===== src/rtl/display_scan_controller_pkg.sv =====
// Shared types and constants for the seven-segment scan controller.
package display_scan_controller_pkg;

    localparam int unsigned NUM_DIGITS_DEFAULT = 6;
    localparam int unsigned AN_WIDTH_DEFAULT   = 8;
    localparam int unsigned DIGIT_W            = 4;

    // Wide enough for any sensible anode count; users slice to their width.
    localparam logic [31:0] AN_OFF = '1;

    typedef enum logic [1:0] {
        StIdle = 2'd0,
        StOn   = 2'd1,
        StGap  = 2'd2
    } scan_state_e;

endpackage


===== src/rtl/display_scan_controller_if.sv =====
// Digit/anode bundle between the scan controller and its host logic.
interface display_scan_controller_if
    import display_scan_controller_pkg::*;
#(
    parameter int unsigned NUM_DIGITS = NUM_DIGITS_DEFAULT,
    parameter int unsigned AN_WIDTH   = AN_WIDTH_DEFAULT
) ();

    logic                            enable;
    logic [DIGIT_W*NUM_DIGITS-1:0]   digit_bus;
    logic                            update;
    logic                            lz_blank;
    logic [DIGIT_W*NUM_DIGITS-1:0]   digit_q;
    logic [2:0]                      sel;
    logic [AN_WIDTH-1:0]             an;
    logic                            update_ack;
    logic                            frame_start;

    // Host side: supplies digits and controls, observes scan outputs.
    modport master (
        output enable, digit_bus, update, lz_blank,
        input  digit_q, sel, an, update_ack, frame_start
    );

    // Controller side.
    modport slave (
        input  enable, digit_bus, update, lz_blank,
        output digit_q, sel, an, update_ack, frame_start
    );

endinterface


===== src/rtl/display_scan_controller_scan_slot_timer.sv =====
// Down-counter timing one ON or GAP interval; tc_o is high while the count is zero.
module display_scan_controller_scan_slot_timer #(
    parameter int unsigned CNT_W = 17
) (
    input  logic             clk,
    input  logic             reset,
    input  logic             clear_i,
    input  logic             load_i,
    input  logic [CNT_W-1:0] load_val_i,
    output logic             tc_o
);

    logic [CNT_W-1:0] count_q, count_d;

    // Next count: clear wins over load; otherwise count down and stick at zero.
    always_comb begin
        count_d = count_q;
        if (clear_i) begin
            count_d = '0;
        end else if (load_i) begin
            count_d = load_val_i;
        end else if (count_q != '0) begin
            count_d = count_q - 1'b1;
        end
    end

    // Count register.
    always_ff @(posedge clk) begin
        if (reset) begin
            count_q <= '0;
        end else begin
            count_q <= count_d;
        end
    end

    assign tc_o = (count_q == '0);

endmodule


===== src/rtl/display_scan_controller.sv =====
// Time-multiplexed seven-segment scan sequencer with frame-coherent digit shadow,
// inter-digit dead time and optional leading-zero blanking.
module display_scan_controller
    import display_scan_controller_pkg::*;
#(
    parameter int unsigned NUM_DIGITS  = NUM_DIGITS_DEFAULT,
    parameter int unsigned AN_WIDTH    = AN_WIDTH_DEFAULT,
    parameter int unsigned REFRESH_DIV = 100000,
    parameter int unsigned DEADTIME    = 1000
) (
    input logic                      clk,
    input logic                      reset,
    display_scan_controller_if.slave scan_io
);

    localparam int unsigned DW    = DIGIT_W * NUM_DIGITS;
    localparam int unsigned CNT_W = (REFRESH_DIV > 1) ? $clog2(REFRESH_DIV) : 1;
    // Timer loads length-1 so a slot of N cycles ends on the cycle the count hits zero.
    localparam logic [CNT_W-1:0] ON_LOAD  = CNT_W'(REFRESH_DIV - DEADTIME - 1);
    localparam logic [CNT_W-1:0] GAP_LOAD = CNT_W'((DEADTIME > 0) ? (DEADTIME - 1) : 0);
    localparam logic [2:0]       LAST_SEL = 3'(NUM_DIGITS - 1);

    scan_state_e         state_q, state_d;
    logic [2:0]          sel_q, sel_d, sel_next;
    logic [AN_WIDTH-1:0] an_q, an_d;
    logic [DW-1:0]       digit_q_q, digit_d;
    logic [DW-1:0]       pend_data_q, pend_data_d;
    logic                pend_q, pend_d;
    logic                ack_q, ack_d;
    logic                fs_q;
    logic                boundary;
    logic [NUM_DIGITS-1:0] blank_d;
    logic                zero_run;

    logic                tmr_clear, tmr_load, tmr_tc;
    logic [CNT_W-1:0]    tmr_load_val;

    display_scan_controller_scan_slot_timer #(
        .CNT_W (CNT_W)
    ) u_slot_timer (
        .clk        (clk),
        .reset      (reset),
        .clear_i    (tmr_clear),
        .load_i     (tmr_load),
        .load_val_i (tmr_load_val),
        .tc_o       (tmr_tc)
    );

    assign sel_next = (sel_q == LAST_SEL) ? 3'd0 : sel_q + 3'd1;

    // Scan FSM next state; boundary marks entry into ON with sel=0.
    always_comb begin
        state_d      = state_q;
        sel_d        = sel_q;
        tmr_clear    = 1'b0;
        tmr_load     = 1'b0;
        tmr_load_val = ON_LOAD;
        boundary     = 1'b0;
        if (!scan_io.enable) begin
            state_d   = StIdle;
            sel_d     = 3'd0;
            tmr_clear = 1'b1;
        end else begin
            case (state_q)
                StIdle: begin
                    state_d  = StOn;
                    sel_d    = 3'd0;
                    tmr_load = 1'b1;
                    boundary = 1'b1;
                end
                StOn: begin
                    if (tmr_tc) begin
                        tmr_load = 1'b1;
                        if (DEADTIME == 0) begin
                            sel_d    = sel_next;
                            boundary = (sel_next == 3'd0);
                        end else begin
                            state_d      = StGap;
                            tmr_load_val = GAP_LOAD;
                        end
                    end
                end
                StGap: begin
                    if (tmr_tc) begin
                        state_d  = StOn;
                        sel_d    = sel_next;
                        tmr_load = 1'b1;
                        boundary = (sel_next == 3'd0);
                    end
                end
                default: begin
                    state_d   = StIdle;
                    sel_d     = 3'd0;
                    tmr_clear = 1'b1;
                end
            endcase
        end
    end

    // Shadow digits: immediate load while idle, otherwise deferred to the frame boundary.
    always_comb begin
        digit_d     = digit_q_q;
        pend_d      = pend_q;
        pend_data_d = pend_data_q;
        ack_d       = 1'b0;
        if (state_q == StIdle && scan_io.update) begin
            // Nothing is being displayed, so there is no frame to tear; drop any stale request.
            digit_d = scan_io.digit_bus;
            ack_d   = 1'b1;
            pend_d  = 1'b0;
        end else begin
            if (boundary && pend_q) begin
                digit_d = pend_data_q;
                ack_d   = 1'b1;
                pend_d  = 1'b0;
            end
            // A newer request overrides and survives into the next frame.
            if (scan_io.update) begin
                pend_d      = 1'b1;
                pend_data_d = scan_io.digit_bus;
            end
        end
    end

    // Leading-zero mask from the next shadow value so blanking lines up with the anode register.
    always_comb begin
        blank_d  = '0;
        zero_run = 1'b1;
        for (int i = NUM_DIGITS - 1; i >= 1; i--) begin
            zero_run   = zero_run & (digit_d[i*DIGIT_W +: DIGIT_W] == '0);
            blank_d[i] = scan_io.lz_blank & zero_run;
        end
    end

    // Anode drive for the next cycle; lines at or above NUM_DIGITS are never selected.
    always_comb begin
        an_d = AN_OFF[AN_WIDTH-1:0];
        if (state_d == StOn && !blank_d[sel_d]) begin
            an_d[sel_d] = 1'b0;
        end
    end

    // State and output registers.
    always_ff @(posedge clk) begin
        if (reset) begin
            state_q     <= StIdle;
            sel_q       <= 3'd0;
            an_q        <= AN_OFF[AN_WIDTH-1:0];
            digit_q_q   <= '0;
            pend_q      <= 1'b0;
            pend_data_q <= '0;
            ack_q       <= 1'b0;
            fs_q        <= 1'b0;
        end else begin
            state_q     <= state_d;
            sel_q       <= sel_d;
            an_q        <= an_d;
            digit_q_q   <= digit_d;
            pend_q      <= pend_d;
            pend_data_q <= pend_data_d;
            ack_q       <= ack_d;
            fs_q        <= boundary;
        end
    end

    assign scan_io.digit_q     = digit_q_q;
    assign scan_io.sel         = sel_q;
    assign scan_io.an          = an_q;
    assign scan_io.update_ack  = ack_q;
    assign scan_io.frame_start = fs_q;

endmodule


===== src/flat_wrapper.sv =====
// flat-port wrapper written by rule: the top's interface ports become plain ports
module display_scan_controller_flat import display_scan_controller_pkg::*;
#(
    parameter int unsigned NUM_DIGITS  = NUM_DIGITS_DEFAULT,
    parameter int unsigned AN_WIDTH    = AN_WIDTH_DEFAULT,
    parameter int unsigned REFRESH_DIV = 100000,
    parameter int unsigned DEADTIME    = 1000
)
  (clk, reset, scan_io_enable, scan_io_digit_bus, scan_io_update, scan_io_lz_blank, scan_io_digit_q, scan_io_sel, scan_io_an, scan_io_update_ack, scan_io_frame_start);
  display_scan_controller_if #(.NUM_DIGITS(NUM_DIGITS), .AN_WIDTH(AN_WIDTH)) scan_io_i ();
  input logic clk;
  input logic reset;
  input wire logic [$bits(scan_io_i.enable)-1:0] scan_io_enable;
  input wire logic [$bits(scan_io_i.digit_bus)-1:0] scan_io_digit_bus;
  input wire logic [$bits(scan_io_i.update)-1:0] scan_io_update;
  input wire logic [$bits(scan_io_i.lz_blank)-1:0] scan_io_lz_blank;
  output wire logic [$bits(scan_io_i.digit_q)-1:0] scan_io_digit_q;
  output wire logic [$bits(scan_io_i.sel)-1:0] scan_io_sel;
  output wire logic [$bits(scan_io_i.an)-1:0] scan_io_an;
  output wire logic [$bits(scan_io_i.update_ack)-1:0] scan_io_update_ack;
  output wire logic [$bits(scan_io_i.frame_start)-1:0] scan_io_frame_start;
  assign scan_io_i.enable = scan_io_enable;
  assign scan_io_i.digit_bus = scan_io_digit_bus;
  assign scan_io_i.update = scan_io_update;
  assign scan_io_i.lz_blank = scan_io_lz_blank;
  assign scan_io_digit_q = scan_io_i.digit_q;
  assign scan_io_sel = scan_io_i.sel;
  assign scan_io_an = scan_io_i.an;
  assign scan_io_update_ack = scan_io_i.update_ack;
  assign scan_io_frame_start = scan_io_i.frame_start;
  display_scan_controller #(.NUM_DIGITS(NUM_DIGITS), .AN_WIDTH(AN_WIDTH), .REFRESH_DIV(REFRESH_DIV), .DEADTIME(DEADTIME)) u_core (.clk(clk), .reset(reset), .scan_io(scan_io_i));
endmodule

===== config.mk =====
export PLATFORM = sky130hd
export DESIGN_NAME = display_scan_controller_flat
export DESIGN_NICKNAME = d
export VERILOG_FILES = /design/src/rtl/display_scan_controller_pkg.sv /design/src/rtl/display_scan_controller_if.sv /design/src/rtl/display_scan_controller_scan_slot_timer.sv /design/src/rtl/display_scan_controller.sv /design/src/flat_wrapper.sv
export SDC_FILE = /design/constraint.sdc
export NUM_CORES = 1
export LEC_CHECK = 0
export BUFFER_PORTS_ARGS = -buffer_cell sky130_fd_sc_hd__clkbuf_2
export CORE_MARGIN = 3
export CORE_UTILIZATION = 40
export CTS_CLUSTER_SIZE = 20
export DETAILED_ROUTE_END_ITERATION = 10
export PLACE_DENSITY_LB_ADDON = 0.25
export SYNTH_ARGS = -nofsm -noshare
export SYNTH_HDL_FRONTEND = slang
export SYNTH_SLANG_ARGS = --single-unit
export TNS_END_PERCENT = 1

===== constraint.sdc =====
create_clock -name clk -period 3.4 [get_ports clk]
set_input_delay 0.68 -clock clk [delete_from_list [all_inputs] [get_ports clk]]
set_output_delay 0.68 -clock clk [all_outputs]
set_load 0.005 [all_outputs]

==> impl_results.html <==
<table>
<tr><th>Metric</th><th>Value</th></tr>
<tr><th colspan="2">Routing</th></tr>
<tr><td>Number of design-rule violations left by the first detailed-router iteration</td><td>187</td></tr>
<tr><td>Routed wire length per instance</td><td>15.1 um</td></tr>
<tr><td>Number of vias per cell</td><td>5.44</td></tr>
<tr><td>Residual DRC count</td><td>0</td></tr>
<tr><td>Vias after detailed routing</td><td>3,549</td></tr>
<tr><td>Number of detailed-routing iterations run before antenna repair</td><td>5</td></tr>
<tr><td>WL final</td><td>9.82 mm</td></tr>
<tr><td>Routed Antenna Nets</td><td>0</td></tr>
<tr><th colspan="2">Critical path</th></tr>
<tr><td>Required time of the worst setup path</td><td>3690 ps</td></tr>
<tr><td>Worst setup path class</td><td>reg -&gt; reg</td></tr>
<tr><td>Critical path peak fanout</td><td>4</td></tr>
<tr><td>Endpoint arrival time on the critical path</td><td>3620 ps</td></tr>
<tr><td>Crit. End Element</td><td>flop</td></tr>
<tr><td>Worst setup SP type</td><td>flop</td></tr>
<tr><th colspan="2">Cells and area</th></tr>
<tr><td>Number of diodes</td><td>0</td></tr>
<tr><td>Growth of design area from synthesis to finish</td><td>20.7%</td></tr>
<tr><td>Area occupied by multi-input gates</td><td>0.00206 mm2</td></tr>
<tr><td>Sequential cell area</td><td>0.00162 mm2</td></tr>
<tr><td>Fraction of final layout cells with drive strength greater than 1</td><td>22.8%</td></tr>
<tr><td>Number of inserted filler cells in the final layout</td><td>858</td></tr>
<tr><td>Net total in the final layout</td><td>574</td></tr>
<tr><th colspan="2">GRT</th></tr>
<tr><td>Via count of the first global-routing pass</td><td>3,338</td></tr>
<tr><td>Number of antenna violations at the first check in global routing</td><td>0</td></tr>
<tr><td>Global routing usage summed across all routing layers</td><td>19.2%</td></tr>
<tr><td>Overflow left after global routing</td><td>0</td></tr>
<tr><td>Wire length of the first global-routing pass</td><td>16.1 mm</td></tr>
<tr><td>Largest net degree at the start of global routing</td><td>46</td></tr>
<tr><th colspan="2">Synth</th></tr>
<tr><td>Portion of netlist area occupied by mux cells</td><td>1.46%</td></tr>
<tr><td>Cell area after synthesis</td><td>0.00377 mm2</td></tr>
<tr><td>EDFF count, synth</td><td>0</td></tr>
<tr><td>Distinct cells, synth</td><td>58</td></tr>
<tr><td>Synthesized net count</td><td>503</td></tr>
<tr><td>Cell with the most instances after synthesis</td><td>nand2_1</td></tr>
<tr><td>Combinational family with the most area after synthesis</td><td>simple AND/OR/NAND/NOR gates</td></tr>
<tr><td>Share of the synthesized area in the top cell type</td><td>43.0%</td></tr>
<tr><td>Proportion of synthesized chip area in sequential cells</td><td>43.0%</td></tr>
<tr><td>Ys Warns</td><td>0</td></tr>
<tr><td>Commonest cells post-synth</td><td>85 x nand2_1, 81 x dfxtp_1, 59 x nor2_1</td></tr>
<tr><td>Most common flop cell mapped by yosys</td><td>dfxtp_1</td></tr>
<tr><td>Post-Synth XOR/XNOR Area</td><td>2.79%</td></tr>
<tr><td>Synthesized area per cell</td><td>8.06 um2</td></tr>
<tr><td>Compound-cell area share of the yosys netlist</td><td>17.5%</td></tr>
<tr><td>Leading area contributor after synthesis</td><td>dfxtp_1</td></tr>
<tr><td>Share of synthesized cell area in full adder, half adder and majority cells</td><td>1.99%</td></tr>
<tr><td>Synthesized instance count</td><td>468</td></tr>
<tr><td>Fraction of registers with async set or reset after synthesis</td><td>0%</td></tr>
<tr><td>Number of register bits inferred by synthesis</td><td>81</td></tr>
<tr><td>Simple-Gate Fraction of Synth Area</td><td>29.5%</td></tr>
<tr><td>Leading cell types by total area after synthesis</td><td>dfxtp_1 43%, nand2_1 8.5%, a21oi_1 6.4%</td></tr>
<tr><th colspan="2">Floorplan</th></tr>
<tr><td>Die Ht</td><td>103 um</td></tr>
<tr><td>Core outline area</td><td>0.00893 mm2</td></tr>
<tr><td>Standard-cell row count</td><td>34</td></tr>
<tr><td>Die Area</td><td>0.0106 mm2</td></tr>
<tr><td>IO Pins</td><td>66</td></tr>
<tr><td>Die boundary width</td><td>103 um</td></tr>
<tr><td>Starting density of the core</td><td>42.2%</td></tr>
<tr><th colspan="2">Power and ir drop</th></tr>
<tr><td>Total power per unit cell area</td><td>504 mW/mm2</td></tr>
<tr><td>Pleak</td><td>1.83 nW</td></tr>
<tr><td>Worst voltage drop across the vdd grid</td><td>0.284 mV</td></tr>
<tr><th colspan="2">Min path</th></tr>
<tr><td>Path category of the worst min-delay check</td><td>reg -&gt; reg</td></tr>
<tr><th colspan="2">Clock tree</th></tr>
<tr><td>Sink count of the clock tree</td><td>81</td></tr>
<tr><td>Clock edge transition at the registers on the reported setup and hold paths</td><td>80 ps</td></tr>
<tr><td>H-tree levels</td><td>3</td></tr>
<tr><td>Clock Root Buffer</td><td>clkbuf_8</td></tr>
<tr><td>Maximum buffer depth of the clock tree</td><td>2</td></tr>
<tr><td>Cts bufs inserted</td><td>9</td></tr>
<tr><td>Clock latency at the later pin of the worst-skew pair</td><td>350 ps</td></tr>
<tr><td>Clock tree from TritonCTS</td><td>yes</td></tr>
<tr><td>Post-CTS Hold Fix Bufs</td><td>0</td></tr>
<tr><th colspan="2">Placed design</th></tr>
<tr><td>Count of port buffers added during placement</td><td>65</td></tr>
<tr><td>Global placement routability congestion</td><td>0.875</td></tr>
<tr><td>HPWL after detailed placement</td><td>7.03 mm</td></tr>
<tr><th colspan="2">STA</th></tr>
<tr><td>Worst clock skew</td><td>14.7 ps</td></tr>
<tr><td>Final Slew Violations</td><td>0</td></tr>
<tr><td>Finish-stage setup viols</td><td>0</td></tr>
<tr><td>Share of the clock period used by the worst path after layout</td><td>97.8%</td></tr>
<tr><td>Worst-Margin Slew</td><td>1030 ps</td></tr>
<tr><td>Accumulated negative setup slack</td><td>0 ps</td></tr>
<tr><td>Number of hold-slack violations in the final timing report</td><td>0</td></tr>
<tr><td>Worst hold margin</td><td>452 ps</td></tr>
<tr><td>Worst slew margin relative to its limit</td><td>31.6%</td></tr>
<tr><td>Final Critical Period</td><td>3320 ps</td></tr>
<tr><td>Highest Clock Rate</td><td>0.301 GHz</td></tr>
<tr><th colspan="2">Status</th></tr>
<tr><td>Status</td><td>finished clean</td></tr>
<tr><th colspan="2">Flow run</th></tr>
<tr><td>Count of max-cap constraint violations</td><td>0</td></tr>
</table>
==> critical path, stage by stage (launching register included) <==
cell	delay, ps
dfxtp_2	340
inv_2	80
ha_4	130
or4b_4	470
or3_4	380
o211ai_4	270
buf_6	140
mux2_4	290
or4_4	560
a221oi_4	330
o211ai_2	170
nand2_1	110
==> registers in the layout, indices dropped and copies added, names as in the netlist <==
signal                       count
u_core.scan_io.an                8
u_core.scan_io.frame_start       1
u_core.scan_io.update_ack        1
u_core.u_slot_timer.count_q     17
u_core.scan_io.sel               3
u_core.scan_io.digit_q          24
u_core.pend_q                    1
u_core.pend_data_q              24
u_core.state_q                   2
==> routing by layer <==
| layer | vias to the layer above | GRT usage, % | part of all wire, % |
|---|---|---|---|
| li1 | 1779 | - | - |
| met1 | 1651 | 26.1 | 47 |
| met2 | 103 | 29.3 | 45 |
| met3 | 16 | 5.07 | 6.5 |
| met4 | 0 | 6.87 | 1.9 |
| met5 | - | 0 | 0 |
==> path summary, 6_finish.rpt <==
kind / from / end / slack (ps) / cells after the start
worst max-delay path: u_core.u_slot_timer.count_q[1] / u_core.scan_io.an[1] / 80 / 11
worst min-delay path: u_core.pend_data_q[20] / u_core.pend_data_q[20] / 450 / 2
worst max register to register: u_core.u_slot_timer.count_q[1] / u_core.scan_io.an[1] / 80 / 11
worst min register to register: u_core.pend_data_q[20] / u_core.pend_data_q[20] / 450 / 2
==> stage by stage <==
step / std cells / util (%) / cell area (um2) / setup slack, ps / power [W]
floorplan: 468 / - / 3770 / 89.1 / 0.00140
global placement: 633 / 47.7 / 4270 / 85.7 / 0.00155
detailed placement: 633 / 47.7 / 4270 / -10.3 / 0.00156
CTS: 649 / 50.2 / 4480 / 17.9 / 0.00228
global route: 652 / 51.0 / 4550 / -32.1 / 0.00242
finish: 652 / 51.0 / 4550 / 76.5 / 0.00229
==> cell usage in the layout, fill, tap and decap left out, drive strengths merged, types with 2 or more instances in the layout <==
master    n
nand2b   10
nor3     10
mux2      4
nor2     59
inv      10
a311oi    9
and2      9
a211oi    3
a21oi    48
nor4b     2
a221oi    2
o22ai     2
clkinv    2
o21ai    10
or3       3
o31a      2
clkbuf   77
nand3    12
nor4     10
nor2b     5
and3     12
a31oi     2
nand4     3
xor2      4
nand2    85
dfxtp    81
o2111ai   2
buf      21
xnor2     8
ha        6
o221ai    7
or4       4
o211ai    4
==> power breakdown <==
group | internal, W | switching [W]
clock | 0.000380 | 0.000347
combinational | 0.000222 | 0.000295
sequential | 0.00101 | 0.0000431
total | 0.00161 | 0.000685
==> logic make-up after synthesis <==
family / Yosys count
adders and majority gates: 6
xor gates and xnor gates: 12
AOI/OAI and AO/OA: 98
DFF: 81
and+or+nand+nor: 230
buffers and inverters: 36
muxes: 5
==> area by class of cell <==
| cell class | instances | area share, % |
|---|---|---|
| sequential | 81 | 35.6 |
| clock inverter | 4 | 1.13 |
| tap | 108 | 2.97 |
| timing repair buffer | 86 | 10.8 |
| clock buffer | 12 | 3.41 |
| inverter | 10 | 0.824 |
| multi-input combinational | 351 | 45.3 |
==> repair_timing <==
item / in CTS / in global routing
endpoints found under the setup margin: 3 / 5
resized for setup: 1 / 15
pin swaps: 1 / 7
buffers inserted: 0 / 3
(Power assumes the default switching activity.)
